**src/rtl/axi_line_fetcher_if.sv**
```systemverilog
// ---------------------------------------------------------------------------
// axi_line_fetcher_if
// Purpose : bundles the word-requester handshake, the flush strobe and the
//           AXI4 read address/data channels used by axi_line_fetcher.
// Modports: master - the line fetcher (answers requests, drives AR, sinks R)
//           slave  - the environment (requester plus downstream AXI slave)
// Signals : req_valid/req_ready/req_addr  word read request
//           rsp_valid/rsp_ready/rsp_data/rsp_err  word response
//           flush                          invalidate held line
//           m_axi_ar*/m_axi_r*             AXI4 read channels (512-bit data)
// ---------------------------------------------------------------------------
interface axi_line_fetcher_if #(
  parameter int ADDR_WIDTH = 32,
  parameter int ID_WIDTH   = 8
);
  logic                  req_valid;
  logic                  req_ready;
  logic [ADDR_WIDTH-1:0] req_addr;
  logic                  rsp_valid;
  logic                  rsp_ready;
  logic [31:0]           rsp_data;
  logic                  rsp_err;
  logic                  flush;

  logic [ID_WIDTH-1:0]   m_axi_arid;
  logic [ADDR_WIDTH-1:0] m_axi_araddr;
  logic [7:0]            m_axi_arlen;
  logic [2:0]            m_axi_arsize;
  logic [1:0]            m_axi_arburst;
  logic                  m_axi_arvalid;
  logic                  m_axi_arready;
  logic [ID_WIDTH-1:0]   m_axi_rid;
  logic [511:0]          m_axi_rdata;
  logic [1:0]            m_axi_rresp;
  logic                  m_axi_rlast;
  logic                  m_axi_rvalid;
  logic                  m_axi_rready;

  modport master (
    input  req_valid, req_addr, rsp_ready, flush,
    input  m_axi_arready, m_axi_rid, m_axi_rdata, m_axi_rresp, m_axi_rlast, m_axi_rvalid,
    output req_ready, rsp_valid, rsp_data, rsp_err,
    output m_axi_arid, m_axi_araddr, m_axi_arlen, m_axi_arsize, m_axi_arburst,
    output m_axi_arvalid, m_axi_rready
  );

  modport slave (
    output req_valid, req_addr, rsp_ready, flush,
    output m_axi_arready, m_axi_rid, m_axi_rdata, m_axi_rresp, m_axi_rlast, m_axi_rvalid,
    input  req_ready, rsp_valid, rsp_data, rsp_err,
    input  m_axi_arid, m_axi_araddr, m_axi_arlen, m_axi_arsize, m_axi_arburst,
    input  m_axi_arvalid, m_axi_rready
  );
endinterface

```
**src/rtl/axi_line_fetcher.sv**
```systemverilog
// ---------------------------------------------------------------------------
// axi_line_fetcher
// Purpose : single-line read buffer. A 32-bit word request that hits the held
//           64-byte line is answered locally (1-cycle latency); a miss fetches
//           the line as one 512-bit AXI4 INCR beat and returns the word.
// Ports   : clk        clock (rising edge)
//           rst        asynchronous active-high reset
//           bus        axi_line_fetcher_if.master (request/response, flush,
//                      AXI4 read address and read data channels)
//           hit_count  accepted hits   (0 unless LINE_STATS_EN)
//           miss_count accepted misses (0 unless LINE_STATS_EN)
// Options : define LINE_STATS_EN to build saturating hit/miss counters.
// ---------------------------------------------------------------------------
module axi_line_fetcher #(
  parameter int                  ADDR_WIDTH = 32,
  parameter int                  ID_WIDTH   = 8,
  parameter logic [ID_WIDTH-1:0] AXI_ID     = '0
) (
  input  logic                   clk,
  input  logic                   rst,
  axi_line_fetcher_if.master     bus,
  output logic [31:0]            hit_count,
  output logic [31:0]            miss_count
);
  localparam int TAG_W = ADDR_WIDTH - 6;

  typedef enum logic [1:0] {S_IDLE, S_AR, S_R, S_RESP} state_t;

  state_t                r_state;
  state_t                w_state_next;

  logic                  r_line_valid;
  logic [TAG_W-1:0]      r_line_tag;
  logic [511:0]          r_line_data;
  logic [TAG_W-1:0]      r_tag;          // tag of the request being served
  logic [3:0]            r_word;         // word index of the request being served
  logic [31:0]           r_rsp_data;
  logic                  r_rsp_err;
  logic [ADDR_WIDTH-1:0] r_araddr;
  logic                  r_arvalid;
  logic                  r_rready;
  logic                  r_first;        // next R beat is the one carrying the line
  logic                  r_flush_pend;   // flush seen while the fetch was in flight

  logic [31:0]           w_rwords [16];
  logic [31:0]           w_lwords [16];
  logic [TAG_W-1:0]      w_req_tag;
  logic [3:0]            w_req_word;
  logic                  w_accept;
  logic                  w_hit;
  logic                  w_ar_hs;
  logic                  w_r_hs;
  logic                  w_flush_seen;
  logic                  w_unused;

  // Word views of the incoming beat and of the held line.
  generate
    for (genvar gi = 0; gi < 16; gi++) begin : g_words
      assign w_rwords[gi] = bus.m_axi_rdata[32*gi +: 32];
      assign w_lwords[gi] = r_line_data[32*gi +: 32];
    end
  endgenerate

  assign w_req_tag    = bus.req_addr[ADDR_WIDTH-1:6];
  assign w_req_word   = bus.req_addr[5:2];
  assign w_accept     = (r_state == S_IDLE) && bus.req_valid;
  // A flush in the acceptance cycle must win over the still-valid line.
  assign w_hit        = r_line_valid && (r_line_tag == w_req_tag) && !bus.flush;
  assign w_ar_hs      = r_arvalid && bus.m_axi_arready;
  assign w_r_hs       = r_rready && bus.m_axi_rvalid;
  assign w_flush_seen = r_flush_pend || bus.flush;
  assign w_unused     = &{1'b0, bus.m_axi_rid, bus.req_addr[1:0]};

  always_comb begin
    w_state_next = r_state;
    case (r_state)
      S_IDLE: if (w_accept)                      w_state_next = w_hit ? S_RESP : S_AR;
      S_AR:   if (w_ar_hs)                       w_state_next = S_R;
      S_R:    if (w_r_hs && bus.m_axi_rlast)     w_state_next = S_RESP;
      S_RESP: if (bus.rsp_ready)                 w_state_next = S_IDLE;
      default:                                   w_state_next = S_IDLE;
    endcase
  end

  always_ff @(posedge clk or posedge rst) begin
    if (rst) r_state <= S_IDLE;
    else     r_state <= w_state_next;
  end

  always_ff @(posedge clk or posedge rst) begin
    if (rst) begin
      r_line_valid <= 1'b0;
      r_line_tag   <= '0;
      r_line_data  <= '0;
      r_tag        <= '0;
      r_word       <= '0;
      r_rsp_data   <= '0;
      r_rsp_err    <= 1'b0;
      r_araddr     <= '0;
      r_arvalid    <= 1'b0;
      r_rready     <= 1'b0;
      r_first      <= 1'b0;
      r_flush_pend <= 1'b0;
    end else begin
      if (bus.flush) r_line_valid <= 1'b0;
      case (r_state)
        S_IDLE: begin
          r_flush_pend <= 1'b0;
          if (w_accept) begin
            r_tag  <= w_req_tag;
            r_word <= w_req_word;
            if (w_hit) begin
              r_rsp_data <= w_lwords[w_req_word];
              r_rsp_err  <= 1'b0;
            end else begin
              r_araddr  <= {w_req_tag, 6'b0};
              r_arvalid <= 1'b1;
            end
          end
        end
        S_AR: begin
          if (bus.flush) r_flush_pend <= 1'b1;
          if (w_ar_hs) begin
            r_arvalid <= 1'b0;
            r_rready  <= 1'b1;
            r_first   <= 1'b1;
          end
        end
        S_R: begin
          if (bus.flush) r_flush_pend <= 1'b1;
          if (w_r_hs) begin
            r_first <= 1'b0;
            // Only the first beat carries the line; any extra beats are drained.
            if (r_first) begin
              r_rsp_data <= w_rwords[r_word];
              r_rsp_err  <= (bus.m_axi_rresp != 2'b00);
              if (bus.m_axi_rresp == 2'b00) begin
                r_line_data  <= bus.m_axi_rdata;
                r_line_tag   <= r_tag;
                r_line_valid <= !w_flush_seen;
              end else begin
                r_line_valid <= 1'b0;
              end
            end
            if (bus.m_axi_rlast) r_rready <= 1'b0;
          end
        end
        default: ;
      endcase
    end
  end

  // Held low during reset so every handshake output reads 0 while rst is high.
  assign bus.req_ready     = (r_state == S_IDLE) && !rst;
  assign bus.rsp_valid     = (r_state == S_RESP);
  assign bus.rsp_data      = r_rsp_data;
  assign bus.rsp_err       = r_rsp_err;
  assign bus.m_axi_arid    = AXI_ID;
  assign bus.m_axi_araddr  = r_araddr;
  assign bus.m_axi_arlen   = 8'd0;
  assign bus.m_axi_arsize  = 3'd6;
  assign bus.m_axi_arburst = 2'b01;
  assign bus.m_axi_arvalid = r_arvalid;
  assign bus.m_axi_rready  = r_rready;

`ifdef LINE_STATS_EN
  logic [31:0] r_hit_count;
  logic [31:0] r_miss_count;

  always_ff @(posedge clk or posedge rst) begin
    if (rst) begin
      r_hit_count  <= '0;
      r_miss_count <= '0;
    end else if (w_accept) begin
      if (w_hit) begin
        if (r_hit_count != 32'hFFFF_FFFF) r_hit_count <= r_hit_count + 32'd1;
      end else begin
        if (r_miss_count != 32'hFFFF_FFFF) r_miss_count <= r_miss_count + 32'd1;
      end
    end
  end

  assign hit_count  = r_hit_count;
  assign miss_count = r_miss_count;
`else
  assign hit_count  = '0;
  assign miss_count = '0;
`endif
endmodule
```
**src/flat_wrapper.sv**
```systemverilog
// flat-port wrapper written by rule: the top's interface ports become plain ports
module axi_line_fetcher_flat 
#(
  parameter int                  ADDR_WIDTH = 32,
  parameter int                  ID_WIDTH   = 8,
  parameter logic [ID_WIDTH-1:0] AXI_ID     = '0
)
  (clk, rst, hit_count, miss_count, bus_req_valid, bus_req_addr, bus_rsp_ready, bus_flush, bus_m_axi_arready, bus_m_axi_rid, bus_m_axi_rdata, bus_m_axi_rresp, bus_m_axi_rlast, bus_m_axi_rvalid, bus_req_ready, bus_rsp_valid, bus_rsp_data, bus_rsp_err, bus_m_axi_arid, bus_m_axi_araddr, bus_m_axi_arlen, bus_m_axi_arsize, bus_m_axi_arburst, bus_m_axi_arvalid, bus_m_axi_rready);
  axi_line_fetcher_if #(.ADDR_WIDTH(ADDR_WIDTH), .ID_WIDTH(ID_WIDTH)) bus_i ();
  input  logic clk;
  input  logic rst;
  output logic [31:0] hit_count;
  output logic [31:0] miss_count;
  input wire logic [$bits(bus_i.req_valid)-1:0] bus_req_valid;
  input wire logic [$bits(bus_i.req_addr)-1:0] bus_req_addr;
  input wire logic [$bits(bus_i.rsp_ready)-1:0] bus_rsp_ready;
  input wire logic [$bits(bus_i.flush)-1:0] bus_flush;
  input wire logic [$bits(bus_i.m_axi_arready)-1:0] bus_m_axi_arready;
  input wire logic [$bits(bus_i.m_axi_rid)-1:0] bus_m_axi_rid;
  input wire logic [$bits(bus_i.m_axi_rdata)-1:0] bus_m_axi_rdata;
  input wire logic [$bits(bus_i.m_axi_rresp)-1:0] bus_m_axi_rresp;
  input wire logic [$bits(bus_i.m_axi_rlast)-1:0] bus_m_axi_rlast;
  input wire logic [$bits(bus_i.m_axi_rvalid)-1:0] bus_m_axi_rvalid;
  output wire logic [$bits(bus_i.req_ready)-1:0] bus_req_ready;
  output wire logic [$bits(bus_i.rsp_valid)-1:0] bus_rsp_valid;
  output wire logic [$bits(bus_i.rsp_data)-1:0] bus_rsp_data;
  output wire logic [$bits(bus_i.rsp_err)-1:0] bus_rsp_err;
  output wire logic [$bits(bus_i.m_axi_arid)-1:0] bus_m_axi_arid;
  output wire logic [$bits(bus_i.m_axi_araddr)-1:0] bus_m_axi_araddr;
  output wire logic [$bits(bus_i.m_axi_arlen)-1:0] bus_m_axi_arlen;
  output wire logic [$bits(bus_i.m_axi_arsize)-1:0] bus_m_axi_arsize;
  output wire logic [$bits(bus_i.m_axi_arburst)-1:0] bus_m_axi_arburst;
  output wire logic [$bits(bus_i.m_axi_arvalid)-1:0] bus_m_axi_arvalid;
  output wire logic [$bits(bus_i.m_axi_rready)-1:0] bus_m_axi_rready;
  assign bus_i.req_valid = bus_req_valid;
  assign bus_i.req_addr = bus_req_addr;
  assign bus_i.rsp_ready = bus_rsp_ready;
  assign bus_i.flush = bus_flush;
  assign bus_i.m_axi_arready = bus_m_axi_arready;
  assign bus_i.m_axi_rid = bus_m_axi_rid;
  assign bus_i.m_axi_rdata = bus_m_axi_rdata;
  assign bus_i.m_axi_rresp = bus_m_axi_rresp;
  assign bus_i.m_axi_rlast = bus_m_axi_rlast;
  assign bus_i.m_axi_rvalid = bus_m_axi_rvalid;
  assign bus_req_ready = bus_i.req_ready;
  assign bus_rsp_valid = bus_i.rsp_valid;
  assign bus_rsp_data = bus_i.rsp_data;
  assign bus_rsp_err = bus_i.rsp_err;
  assign bus_m_axi_arid = bus_i.m_axi_arid;
  assign bus_m_axi_araddr = bus_i.m_axi_araddr;
  assign bus_m_axi_arlen = bus_i.m_axi_arlen;
  assign bus_m_axi_arsize = bus_i.m_axi_arsize;
  assign bus_m_axi_arburst = bus_i.m_axi_arburst;
  assign bus_m_axi_arvalid = bus_i.m_axi_arvalid;
  assign bus_m_axi_rready = bus_i.m_axi_rready;
  axi_line_fetcher #(.ADDR_WIDTH(ADDR_WIDTH), .ID_WIDTH(ID_WIDTH), .AXI_ID(AXI_ID)) u_core (.clk(clk), .rst(rst), .bus(bus_i), .hit_count(hit_count), .miss_count(miss_count));
endmodule
```
**config.mk**
```make
export PLATFORM = sky130hd
export DESIGN_NAME = axi_line_fetcher_flat
export DESIGN_NICKNAME = d
export VERILOG_FILES = /design/src/rtl/axi_line_fetcher_if.sv /design/src/rtl/axi_line_fetcher.sv /design/src/flat_wrapper.sv
export SDC_FILE = /design/constraint.sdc
export NUM_CORES = 1
export LEC_CHECK = 0
export CAP_MARGIN = 20
export CORE_MARGIN = 2
export CORE_UTILIZATION = 25
export DETAILED_ROUTE_END_ITERATION = 8
export SYNTH_ARGS = -nofsm -noshare
export SYNTH_HDL_FRONTEND = slang
export SYNTH_SLANG_ARGS = --single-unit
```
**constraint.sdc**
```tcl
create_clock -name clk -period 32.5 [get_ports clk]
set_input_delay 6.5 -clock clk [delete_from_list [all_inputs] [get_ports clk]]
set_output_delay 6.5 -clock clk [all_outputs]
set_load 0.01 [all_outputs]
```
Word level (Yosys, flattened, before mapping)
Cells that the tools add are included.

storage, ports and cells
  output and inout port bits = 154
  register bits after elaboration = 634
  input port bits = 562

operators by class
  $lt $le $gt $ge = 2
  bitwise logic cells = 3
  equality and inequality tests = 14
  multiplexer cells = 39
  reductions and logical operators = 28

operators with widths
  cell                count
  $bmux 32 s4         2
  $mux 32             8
  $pmux 32 s2         1
  $eq 26x26->1        1
  $mux 1              17
  $reduce_and 4->1    4
  $ne 2x1->1 const B  7
  $ge 5x5->1 const B  2
  $mux 2              5
  $not 4->5           2
  $pmux 1 s2          5
  $reduce_bool 2->1   5
  $pmux 2 s4          1
  $logic_and 1x1->1   7
  $ne 2x2->1 const B  3
  $reduce_and 3->1    2
  $reduce_and 5->1    1
  $eq 2x2->1 const B  2
  $logic_not 2->1     2
  $reduce_and 2->1    2
  $logic_not 1->1     3
  $eq 2x1->1 const B  1
  $reduce_or 2->1     1
  $logic_or 1x1->1    1
  $not 1->1           1

Longest topological paths before layout
Gate-level depths: netlist of the first run.

  word-level depth = 7
  depth in mapped cells = 11

Worst setup path after synthesis of the first run
Ideal clock, no wire load.

  path type = input to output
  start point = input port rst
  end point = output port bus_req_ready
  stages on the path = 1
  slack = 19343 ps
  data arrival time = 6657 ps
  path buffers = 0
  path through = nor2_1

on the way
  longest elaborated chain between the ends = 2

RTL lines
  element                           line                     source
  from (decl)                       flat_wrapper.sv:11       input logic rst;
  $logic_not 1->1 (no source line)  -
  $logic_and 1x1->1                 axi_line_fetcher.sv:154  assign bus.req_ready = (r_state == S_IDLE) && !rst;
  to (decl)                         flat_wrapper.sv:24       output wire logic [$bits(bus_i.req_ready)-1:0] bus_req_ready;

No other way between the ends.

Worst setup path in the final report of the first run
Same ends and word-level chain as after synthesis.

==> metrics.md, run 1 <==
| Metric | Value |
|---|---|
| Final setup skew | slightly above 0.02 ns |
| Crit path cell chain | clkdlybuf4s50_1 -> nor2_1 -> clkdlybuf4s50_1 |
| GR Util met3 | 0.0527 |
| Main synth FF type | dfrtp_1 |
| Met1 track utilization from global routing | 0.226 |
| Setup violators final | 0 |
| Worst EP required | roughly 26 ns |
| Initial antenna violation count | 31 |
| Starting density of the core | 0.252 |
| Post-CTS setup buffer count | 0 |
| Max-slew violation count | 0 |
| Post-synth EDFFs | 0 |
| Worst vdd ir | 0.0454 mV |
| Worst Path Buf+Inv | 2 |
| Post-route ant nets | 0 |
| First-pass DRT Iterations | 5 |
| Final Cell Area | about 43000 sq um |
| Grt ovf | 0 |
| Bufs on Longest Clock Path | 3 |
| # nets final | around 4500 |
| Post-placement cell count | approximately 5600 |
| Max Cap Violations | 0 |
| Layout cells sized above 1 | 0.116 |
| Met2 Resource Use GR | 0.343 |
| DRT iter0 DRCs | 2097 |
| Tcrit/Tclk final | 0.439 |
| Worst path arrival time | around 7.8 ns |
| CP endpoint kind | primary output |
| Crit path time final | ~14 ns |
| Gr usage total | 0.195 |
| Gr busiest metal | met2 |
| LEAKAGE | ~20 nW |
| CTS H-tree depth | 3 |
| Num CTS Buffers | just under 80 |
| Die W | ~370 microns |
| Number of global-route vias before repair | 26800 |
| IO buf count | 614 |
| CTS tree | done |
| Commonest cells after routing, fill and taps aside | nand2_1 (1687), dfrtp_1 (632), clkdlybuf4s50_1 (610) |
| Syn avg cell area | slightly below 10 sq um |
| Achievable frequency | 0.0700 GHz |
| Post-cts sizing count | 0 |
| Hold_ws | about 0.45 ns |
| Crit-path max FO | 2 |
| Commonest non-fill, non-tap cell in the layout | nand2_1 |
| Largest net degree at the start of global routing | 200 |
| I/O pin total | roughly 720 |
| Crit Path Class | input port to primary output |
| CP Launch Type | input port |
| Final hold violation count | 0 |
| Drt wl/cell | between 20 and 25 microns |
| Hold Path Class | register to register |
| CORE AREA | between 100000 and 150000 sq um |
| CP peak stage delay | ~0.57 ns |
| Status | finished clean |
| Hold buffer count at CTS | 0 |
| RD Place Congestion | 0.839 |
| Clock Sinks | between 600 and 700 |
| Critical path's top delay family | buffers and inverters |
| Synth Instances | roughly 3400 |
| Later-pin clock latency in the skew report | 0.68 ns |
| #FFs+latches synth | ~630 |
| Yosys Warn Count | 0 |
| Setup TNS | 0 ns |
| Sequential fraction of the synthesis area | 0.479 |
| DR vias/cell | approximately 4.6 |
| Synth unique cells | 47 |
| Synth-to-Final Area Change | 30.4% |
| Post-Syn Area | ~33000 sq um |
| Dpl cell area | about 40000 sq um |
| Worst-Margin Slew | 1.25 ns |
| Die Ht | roughly 370 microns |
| Std-Cell Rows | ~130 |
| First-pass GRT wire length | 190000 microns |
| Fin cells | around 5700 |
| Final WL | around 130000 microns |
| Most used cell, CP | clkdlybuf4s50_1 |
| Asr flop ratio synth | 1.00 |
| CP max-delay cell | clkdlybuf4s50_1 |
| Pwr/cell area | between 80 and 90 nW/um^2 |
| Post-DP HPWL | about 99000 microns |
| CTS Root Cell | clkbuf_16 |
| Via Count | about 27000 |
| Drc violations | 0 |
| Die area | roughly 140000 sq um |
| Reg clk slew, reported paths | approximately 0.06 ns |
| Slew headroom | 0.170 |
| RSZ-0062 raised after global routing | no |
-- routing by layer --
metal / vias up / share of wire
met4: 28 / 0.040
met2: 850 / 0.51
met1: 13200 / 0.38
li1: 12200 / -
met3: 199 / 0.066
met5: - / 0.0014
-- flip-flops by register name (all words and copies together) (netlist names) --
register,flops
u_core.bus.m_axi_arvalid,1
u_core.r_word,4
u_core.r_tag,26
u_core.r_first,1
u_core.bus.rsp_err,1
u_core.r_flush_pend,1
u_core.r_line_data,512
u_core.r_state,2
u_core.r_line_tag,26
u_core.bus.m_axi_rready,1
u_core.bus.m_axi_araddr,26
u_core.bus.rsp_data,32
u_core.r_line_valid,1
-- tightest hold or removal path, cell delays in order (launching register included) --
cell and delay, ns:
dfrtp_1 0.33, nand2_1 0.05, nand2_1 0.05
-- per-stage QoR --
stage          power, mW  worst slack, ns  utilization
6_report            3.64            18.22        0.328
5_1_grt             3.88            18.18        0.328
4_1_cts             3.72            18.20        0.327
3_5_place_dp        2.75            18.21        0.306
3_3_place_gp        2.73            18.21        0.306
2_1_floorplan       2.13             8.24            -
-- synth_stat cells (2+ instances only) --
cell | instances | area [sq um]
nand2_1 | 1687 | 6330
dfrtp_1 | 634 | 15900
mux4_2 | 213 | 4800
clkbuf_1 | 155 | 582
buf_4 | 107 | 803
a21oi_1 | 69 | 345
mux2i_1 | 68 | 681
a22oi_1 | 63 | 473
mux2_2 | 39 | 439
nor2_1 | 33 | 124
buf_2 | 32 | 160
a211oi_1 | 26 | 195
xor2_1 | 26 | 228
a221oi_1 | 24 | 210
and2_1 | 24 | 150
a311oi_1 | 22 | 193
o21ai_0 | 21 | 105
buf_6 | 16 | 180
mux2_4 | 16 | 240
nand2b_1 | 12 | 75.1
mux4_1 | 11 | 289
nor2b_1 | 10 | 62.6
nor3_1 | 10 | 50.1
inv_1 | 7 | 26.3
buf_1 | 6 | 22.5
nor4_1 | 6 | 37.5
o22a_1 | 6 | 52.6
o31ai_1 | 6 | 45.0
buf_12 | 4 | 80.1
buf_8 | 4 | 60.1
ha_1 | 4 | 50.1
nand4_1 | 3 | 18.8
a221oi_2 | 2 | 30.0
conb_1 | 2 | 7.51
nand3_1 | 2 | 10.0
o21ai_1 | 2 | 10.0
-- path summary, 6_finish.rpt --
check                      cells after the start  slack, ns                     endpoint              start
min in group asynchronous                      2       6.25  u_core.bus.m_axi_araddr[18]                rst
setup reg to reg                               9      27.97      u_core.r_line_data[473]  u_core.r_state[0]
setup / recovery                               3      18.22                bus_req_ready                rst
hold / removal                                 2       0.45        u_core.r_line_tag[20]   u_core.r_tag[20]
hold reg to reg                                2       0.45        u_core.r_line_tag[20]   u_core.r_tag[20]
max in group asynchronous                      7      23.02       u_core.r_line_data[84]                rst
-- final cells by class --
class / count / area (sq um)
diodes: 11 / 27.5
clock buffers: 110 / 2240
clock inverters: 32 / 483
fillers: 13500 / 88300
inverters: 8 / 37.5
multi-input cells: 2505 / 15700
flip-flops and latches: 634 / 15900
well taps: 1755 / 2200
repair buffers: 662 / 6620
-- cell families (layout without fill, tap and decap cells) --
family | Yosys count | after routing | share of synthesized area
XOR/XNOR | 26 | 26 | 0.00688
adder cells (fa/ha/maj) | 4 | 4 | 0.00151
AND/OR/NAND/NOR | 1790 | 1790 | 0.208
other | 2 | 102 | 0.000227
AO/OA/AOI/OAI | 247 | 247 | 0.0516
buffers and inverters | 333 | 812 | 0.0582
multiplexers | 347 | 347 | 0.195
flip-flops | 634 | 634 | 0.479
-- power breakdown --
part / internal (mW) / leakage [nW] / switching [mW]
Clock: 0.571 / 1.33 / 0.373
Sequential: 1.11 / 8.04 / 0.199
Combinational: 0.619 / 10.6 / 0.768
Total: 2.30 / 20.0 / 1.34
Power figures use the tool's default switching activity.
==> run 2, diff against run 1 <==
==> constraint.sdc (replaced) <==
create_clock -name clk -period 14.86 [get_ports clk]
set_input_delay 2.972 -clock clk [delete_from_list [all_inputs] [get_ports clk]]
set_output_delay 2.972 -clock clk [all_outputs]
set_load 0.01 [all_outputs]
==> run 2 against run 1 <==
Net effect:
- combinational power grew 120%
- hold slack gained 0.0061 ns
- cell area is essentially flat
- count of clock-buffer cells in the layout grew 5
- power grew 120%
- clock power grew 120%
- first-iteration DRC count shrank 9.5%
- setup slack lost 11 ns
- global-route usage grew 0.12 points
- via count is essentially flat
- critical path type unchanged
- largest power group unchanged
- highest routed layer unchanged
==> metrics.md, run 2 (synthesized netlist as in run 1, its figures left out) <==
| Metric | Value |
|---|---|
| Setup WS pre-CTS | 7.66 ns (-10.54 ns) |
| DR vias/cell | 4.64 (about the same) |
| First-pass DRT Iterations | 5 (unchanged) |
| Tcrit/Tclk final | 0.485 |
| CP endpoint kind | primary output |
| CTS H-tree depth | 3 (unchanged) |
| Achievable frequency | approximately 0.14 GHz |
| Dpl cell area | 40300 sq um (+0.13%) |
| LEAKAGE | 20.0 nW (about the same) |
| Number of flip-flops in the largest register | 512 (unchanged) |
| CP peak stage delay | 0.58 ns (about the same) |
| Fillers | 13500 (+0.27%) |
| Post-CTS setup buffer count | 0 (unchanged) |
| R2R cell count | 10 (+1) |
| Gr usage total | 0.197 (+0.00118) |
| Most used cell, CP | clkdlybuf4s50_1 |
| Std-Cell Rows | 133 (unchanged) |
| Hold Path Class | register to register |
| Drt wl/cell | 23.5 microns (+0.15%) |
| Bufs on Longest Clock Path | 3 (unchanged) |
| I/O pin total | 716 (unchanged) |
| Setup violators final | 0 (unchanged) |
| Final hold violation count | 0 (unchanged) |
| Min setup slack post-route | 7.65 ns (-10.57 ns) |
| Later-pin clock latency in the skew report | 0.68 ns (about the same) |
| CP max-delay cell | clkdlybuf4s50_1 |
| Layout cells sized above 1 | 0.117 (+0.00140) |
| Crit Path Class | input port to primary output |
| RR Endpoint | u_core.r_line_data[437] |
| Worst EP required | 11.89 ns (-14.11 ns) |
| Starting density of the core | 0.252 (unchanged) |
| Crit-path max FO | 2 (unchanged) |
| CTS Root Cell | clkbuf_16 |
| Reg clk slew, reported paths | 0.06 ns (about the same) |
| R2R Setup Slk | 10.02 ns (-17.95 ns) |
| Final WL | 135000 microns (+0.17%) |
| Worst-Margin Slew | 1.16 ns (-0.0858 ns) |
| Number of global-route vias before repair | 27400 (+2.1%) |
| Via Count | 26500 (+0.087%) |
| Slew headroom | 0.227 (+0.0572) |
| Initial antenna violation count | 31 (unchanged) |
| Hold_ws | 0.458 ns (+0.00615 ns) |
| Max-slew violation count | 0 (unchanged) |
| First-pass GRT wire length | 193000 microns (+1.3%) |
| Worst vdd ir | 0.0877 mV (+93%) |
| # nets final | 4454 (-0.045%) |
| Worst setup path start | rst |
| Clock Sinks | 634 (unchanged) |
| Post-cts sizing count | 0 (unchanged) |
| Final Cell Area | 43200 sq um (about the same) |
| Status | finished clean |
| Post-route ant nets | 0 (unchanged) |
| Grt ovf | 0 (unchanged) |
| CTS tree | done |
| R2R Path Start | u_core.r_state[0] |
| Drc violations | 0 (unchanged) |
| Largest net degree at the start of global routing | 206 (+3.0%) |
| DRT iter0 DRCs | 1898 (-9.5%) |
| Final setup skew | 0.0288 ns (+0.00819 ns) |
| Setup TNS | 0 ns (unchanged) |
| Synth-to-Final Area Change | 30.3% (about the same) |
| RSZ-0062 raised after global routing | no |
| Commonest cells after routing, fill and taps aside | nand2_1 (1687), dfrtp_1 (632), clkdlybuf4s50_1 (610) |
| Max Cap Violations | 0 (unchanged) |
| Critical path's top delay family | buffers and inverters |
| Crit path time final | 7.21 ns |
| Pwr/cell area | 185 nW/um^2 (+120%) |
| Final cell utilization of the core | 0.328 (about the same) |
| CORE AREA | 131000 sq um (unchanged) |
| RD Place Congestion | 0.851 (+1.4%) |
| Worst Path Buf+Inv | 2 (unchanged) |
| Setup crit end | bus_req_ready |
| Die area | 135000 sq um (unchanged) |
| CP Launch Type | input port |
| IO buf count | 614 (unchanged) |
| Worst path arrival time | 4.23 ns (-3.55 ns) |
| Die Ht | 368 microns (unchanged) |
| Post-DP HPWL | 99000 microns (-0.40%) |
| Biggest register | u_core.r_line_data |
| Commonest non-fill, non-tap cell in the layout | nand2_1 |
| Worst path depth | 3 (unchanged) |
| Crit path cell chain | clkdlybuf4s50_1 -> nor2_1 -> clkdlybuf4s50_1 |
| Die W | 368 microns (unchanged) |
| Num CTS Buffers | 82 (+3.8%) |
| Hold buffer count at CTS | 0 (unchanged) |
## run 2: changes by cell type in the layout (fill, tap and decap cells not counted)
cell and delta:
clkinv_2 +7, buf_4 -6, bufinv_16 -6, clkbuf_16 +4, buf_12 +3, buf_16 -3
clkbuf_8 +3, diode_2 -3, clkbuf_1 -2, inv_16 +2, buf_8 +1, clkinv_4 +1
clkinvlp_4 +1, inv_8 -1
## run 2: area by class of cell
type,count,area (sq um),area share
inverters,8,33.8,0.000783
repair buffers,657,6560,0.152
diodes,8,20.0,0.000464
clock buffers,115,2380,0.0551
multi-input cells,2505,15700,0.364
well taps,1755,2200,0.0509
clock inverters,36,387,0.00896
flip-flops and latches,634,15900,0.368
## run 2: metrics by stage
stage          cells  power [mW]
2_1_floorplan   3472        4.65
3_3_place_gp    5555        5.96
6_report        5718        7.98
5_1_grt         5713        8.50
4_1_cts         5709        8.15
3_5_place_dp    5558        6.04
## run 2: per-layer routing
metal	global-route usage	vias to the layer above	wire [microns]
li1	-	12200	-
met1	0.223	13300	50900
met2	0.358	834	70700
met3	0.0540	177	8970
met4	0.0557	38	3750
met5	0	-	240
## run 2: worst register-to-register path, stage by stage (launching register included)
cell     delay [ns]
dfrtp_1        0.40
inv_1          0.11
ha_2           0.17
buf_4          0.64
nand4_1        0.54
nor3_4         0.24
buf_4          0.76
buf_12         0.67
buf_4          0.96
nand2_1        0.19
nand2_1        0.10
## run 2: power by group
part / switching [mW] / internal [mW] / total [mW]
combinational: 1.69 / 1.36 / 3.05
sequential: 0.433 / 2.44 / 2.87
clock: 0.842 / 1.21 / 2.05
total: 2.97 / 5.01 / 7.98
## run 2: worst min path at each step
| stage | slack [ns] | cells after the start | start | end |
|---|---|---|---|---|
| final | 0.46 | 2 | u_core.r_tag[25] | u_core.r_line_tag[25] |
| after detailed placement | 0.45 | 2 | u_core.r_tag[8] | u_core.r_line_tag[8] |
| after CTS | 0.46 | 2 | u_core.r_tag[25] | u_core.r_line_tag[25] |
| after floorplan | 0.43 | 2 | u_core.r_tag[0] | u_core.r_line_tag[0] |
| after global routing | 0.48 | 2 | u_core.r_line_data[347] | u_core.r_line_data[347] |
| after global placement | 0.44 | 2 | u_core.r_tag[0] | u_core.r_line_tag[0] |
==> run 3, diff against run 2 <==
==> constraint.sdc (replaced) <==
create_clock -name clk -period 6.5 [get_ports clk]
set_input_delay 1.3 -clock clk [delete_from_list [all_inputs] [get_ports clk]]
set_output_delay 1.3 -clock clk [all_outputs]
set_load 0.01 [all_outputs]
==> run 3 against run 2 <==
Net effect:
- cell area stayed put
- die area did not move
- critical path depth stayed put
- sequential cell count is the same
- power rose by 130%
- sequential share of layout area unchanged
- combinational power is 130% higher
==> metrics.md, run 3 (synthesized netlist as in run 1, its figures left out) <==
| Metric | Value |
|---|---|
| DRT iter0 DRCs | 2049 (+8.0%) |
| Pwr/cell area | 421 nW/um^2 (+130%) |
| CTS Root Cell | clkbuf_16 |
| CTS H-tree depth | 3 (unchanged) |
| Biggest register | u_core.r_line_data |
| Commonest cells after routing, fill and taps aside | nand2_1 (1687), dfrtp_1 (632), clkdlybuf4s50_1 (610) |
| Hold Path Class | register to register |
| Final setup skew | 0.0371 ns (+0.00825 ns) |
| Final WL | 134000 microns (-0.79%) |
| Final hold violation count | 0 (unchanged) |
| Final Cell Area | 43200 sq um (unchanged) |
| Tcrit/Tclk final | 0.600 |
| Worst vdd ir | 0.257 mV (+190%) |
| R2R Path Start | u_core.r_state[0] |
| Setup WS pre-CTS | 1.99 ns (-5.68 ns) |
| CP max-delay cell | clkdlybuf4s50_1 |
| Crit path time final | 3.90 ns |
| Drt wl/cell | 23.4 microns (-0.58%) |
| RSZ-0062 raised after global routing | no |
| Die area | 135000 sq um (unchanged) |
| Layout cells sized above 1 | 0.115 (-0.00274) |
| Fillers | 13500 (+0.29%) |
| Std-Cell Rows | 133 (unchanged) |
| Worst Path Buf+Inv | 2 (unchanged) |
| Most used cell, CP | clkdlybuf4s50_1 |
| I/O pin total | 716 (unchanged) |
| Gr usage total | 0.194 (-0.00217) |
| Hold path start | u_core.r_tag[19] |
| Crit Path Class | input port to primary output |
| DR vias/cell | 4.65 (+0.32%) |
| Min setup slack post-route | 2.60 ns (-5.06 ns) |
| Num CTS Buffers | 79 (-3.7%) |
| Synth-to-Final Area Change | 30.3% (unchanged) |
| Worst EP required | 5.20 ns (-6.69 ns) |
| Later-pin clock latency in the skew report | 0.70 ns (+0.02 ns) |
| Number of global-route vias before repair | 26800 (-2.0%) |
| First-pass GRT wire length | 190000 microns (-1.4%) |
| CORE AREA | 131000 sq um (unchanged) |
| Crit-path max FO | 2 (unchanged) |
| Bufs on Longest Clock Path | 3 (unchanged) |
| Post-cts sizing count | 0 (unchanged) |
| CP Launch Type | input port |
| Reg clk slew, reported paths | 0.06 ns (about the same) |
| Largest net degree at the start of global routing | 170 (-17%) |
| Grt ovf | 0 (unchanged) |
| IO buf count | 614 (unchanged) |
| Max Cap Violations | 0 (unchanged) |
| Worst setup path start | rst |
| Worst-Margin Slew | 1.16 ns (+0.00177 ns) |
| RD Place Congestion | 0.822 (-3.4%) |
| Via Count | 26600 (+0.11%) |
| Post-CTS setup buffer count | 0 (unchanged) |
| Commonest non-fill, non-tap cell in the layout | nand2_1 |
| Slew headroom | 0.222 (-0.00469) |
| CTS tree | done |
| Clock Sinks | 634 (unchanged) |
| Drc violations | 0 (unchanged) |
| Dpl cell area | 40500 sq um (+0.29%) |
| Crit path cell chain | clkdlybuf4s50_1 -> nor2_1 -> clkdlybuf4s50_1 |
| Area of the multi-input gates | 15700 sq um (unchanged) |
| Achievable frequency | approximately 0.26 GHz |
| Post-DP HPWL | 98800 microns (-0.20%) |
| Number of flip-flops in the largest register | 512 (unchanged) |
| Worst path arrival time | 2.60 ns (-1.63 ns) |
| Power after layout | 18.2 mW (+130%) |
| Reg area | 15900 sq um (unchanged) |
| CP peak stage delay | 0.57 ns (about the same) |
| Critical path's top delay family | buffers and inverters |
| Initial antenna violation count | 30 (-3.2%) |
| First-pass DRT Iterations | 5 (unchanged) |
| Hold buffer count at CTS | 0 (unchanged) |
| Starting density of the core | 0.252 (unchanged) |
| Status | finished clean |
| # nets final | 4451 (-0.067%) |
| Max-slew violation count | 0 (unchanged) |
| LEAKAGE | 19.9 nW (-0.14%) |
| Die W | 368 microns (unchanged) |
| CP endpoint kind | primary output |
| Die Ht | 368 microns (unchanged) |
| Setup violators final | 0 (unchanged) |
| Post-route ant nets | 0 (unchanged) |
-- run 3: cell count changes in the layout (fill, tap and decap cells not counted), sizes merged --
cell | before | now
clkbuf | 115 | 111
diode | 8 | 6
inv | 14 | 13
clkinvlp | 5 | 6
clkinv | 20 | 11
bufinv | 5 | 8
-- run 3: final timing paths --
kind	to	slack, ns	cells after the start
hold / removal	u_core.r_line_tag[19]	0.46	2
hold reg to reg	u_core.r_line_tag[19]	0.46	2
min in group asynchronous	u_core.bus.rsp_data[31]	1.12	2
setup reg to reg	u_core.bus.rsp_data[25]	2.72	10
max in group asynchronous	u_core.r_line_data[501]	3.99	4
setup / recovery	bus_req_ready	2.60	3
-- run 3: through the flow --
step	hold WS (ns)	setup TNS, ns	cells	util
floorplan	0.433	-2192.88	3472	-
global placement	0.441	0	5559	0.308
detailed placement	0.451	0	5559	0.308
CTS	0.463	0	5700	0.328
global route	0.479	0	5703	0.328
finish	0.460	0	5706	0.328
-- run 3: routing by layer --
metal,global-route usage,part of all wire,up-vias,routed length [microns]
met5,0,0.0018,-,237
li1,-,-,12200,-
met3,0.0522,0.071,175,9490
met4,0.0618,0.031,38,4130
met1,0.223,0.38,13300,50500
met2,0.350,0.52,878,69200
-- run 3: power breakdown --
part	internal [mW]	switching, mW	total, mW	leakage (nW)
Clock	2.74	1.87	4.61	1.30
Sequential	5.57	0.984	6.56	8.04
Combinational	3.13	3.89	7.02	10.6
Total	11.4	6.75	18.2	19.9
-- run 3: cell type report --
class                           instances  area share
Clock inverter                         30      0.0100
Multi-Input combinational cell       2505       0.364
Tap cell                             1755      0.0509
Timing Repair Buffer                  657       0.154
Inverter                                8    0.000783
Clock buffer                          111      0.0521
Antenna cell                            6    0.000348
Sequential cell                       634       0.368
-- run 3: worst reg2reg max path: cells and delay by family (launching register included) --
family / cells / cell delay [ns]
AO/OA/AOI/OAI: 3 / 1.13
adder cells (fa/ha/maj): 1 / 0.18
buffers and inverters: 3 / 1.22
flip-flops: 1 / 0.40
AND/OR/NAND/NOR: 3 / 0.79
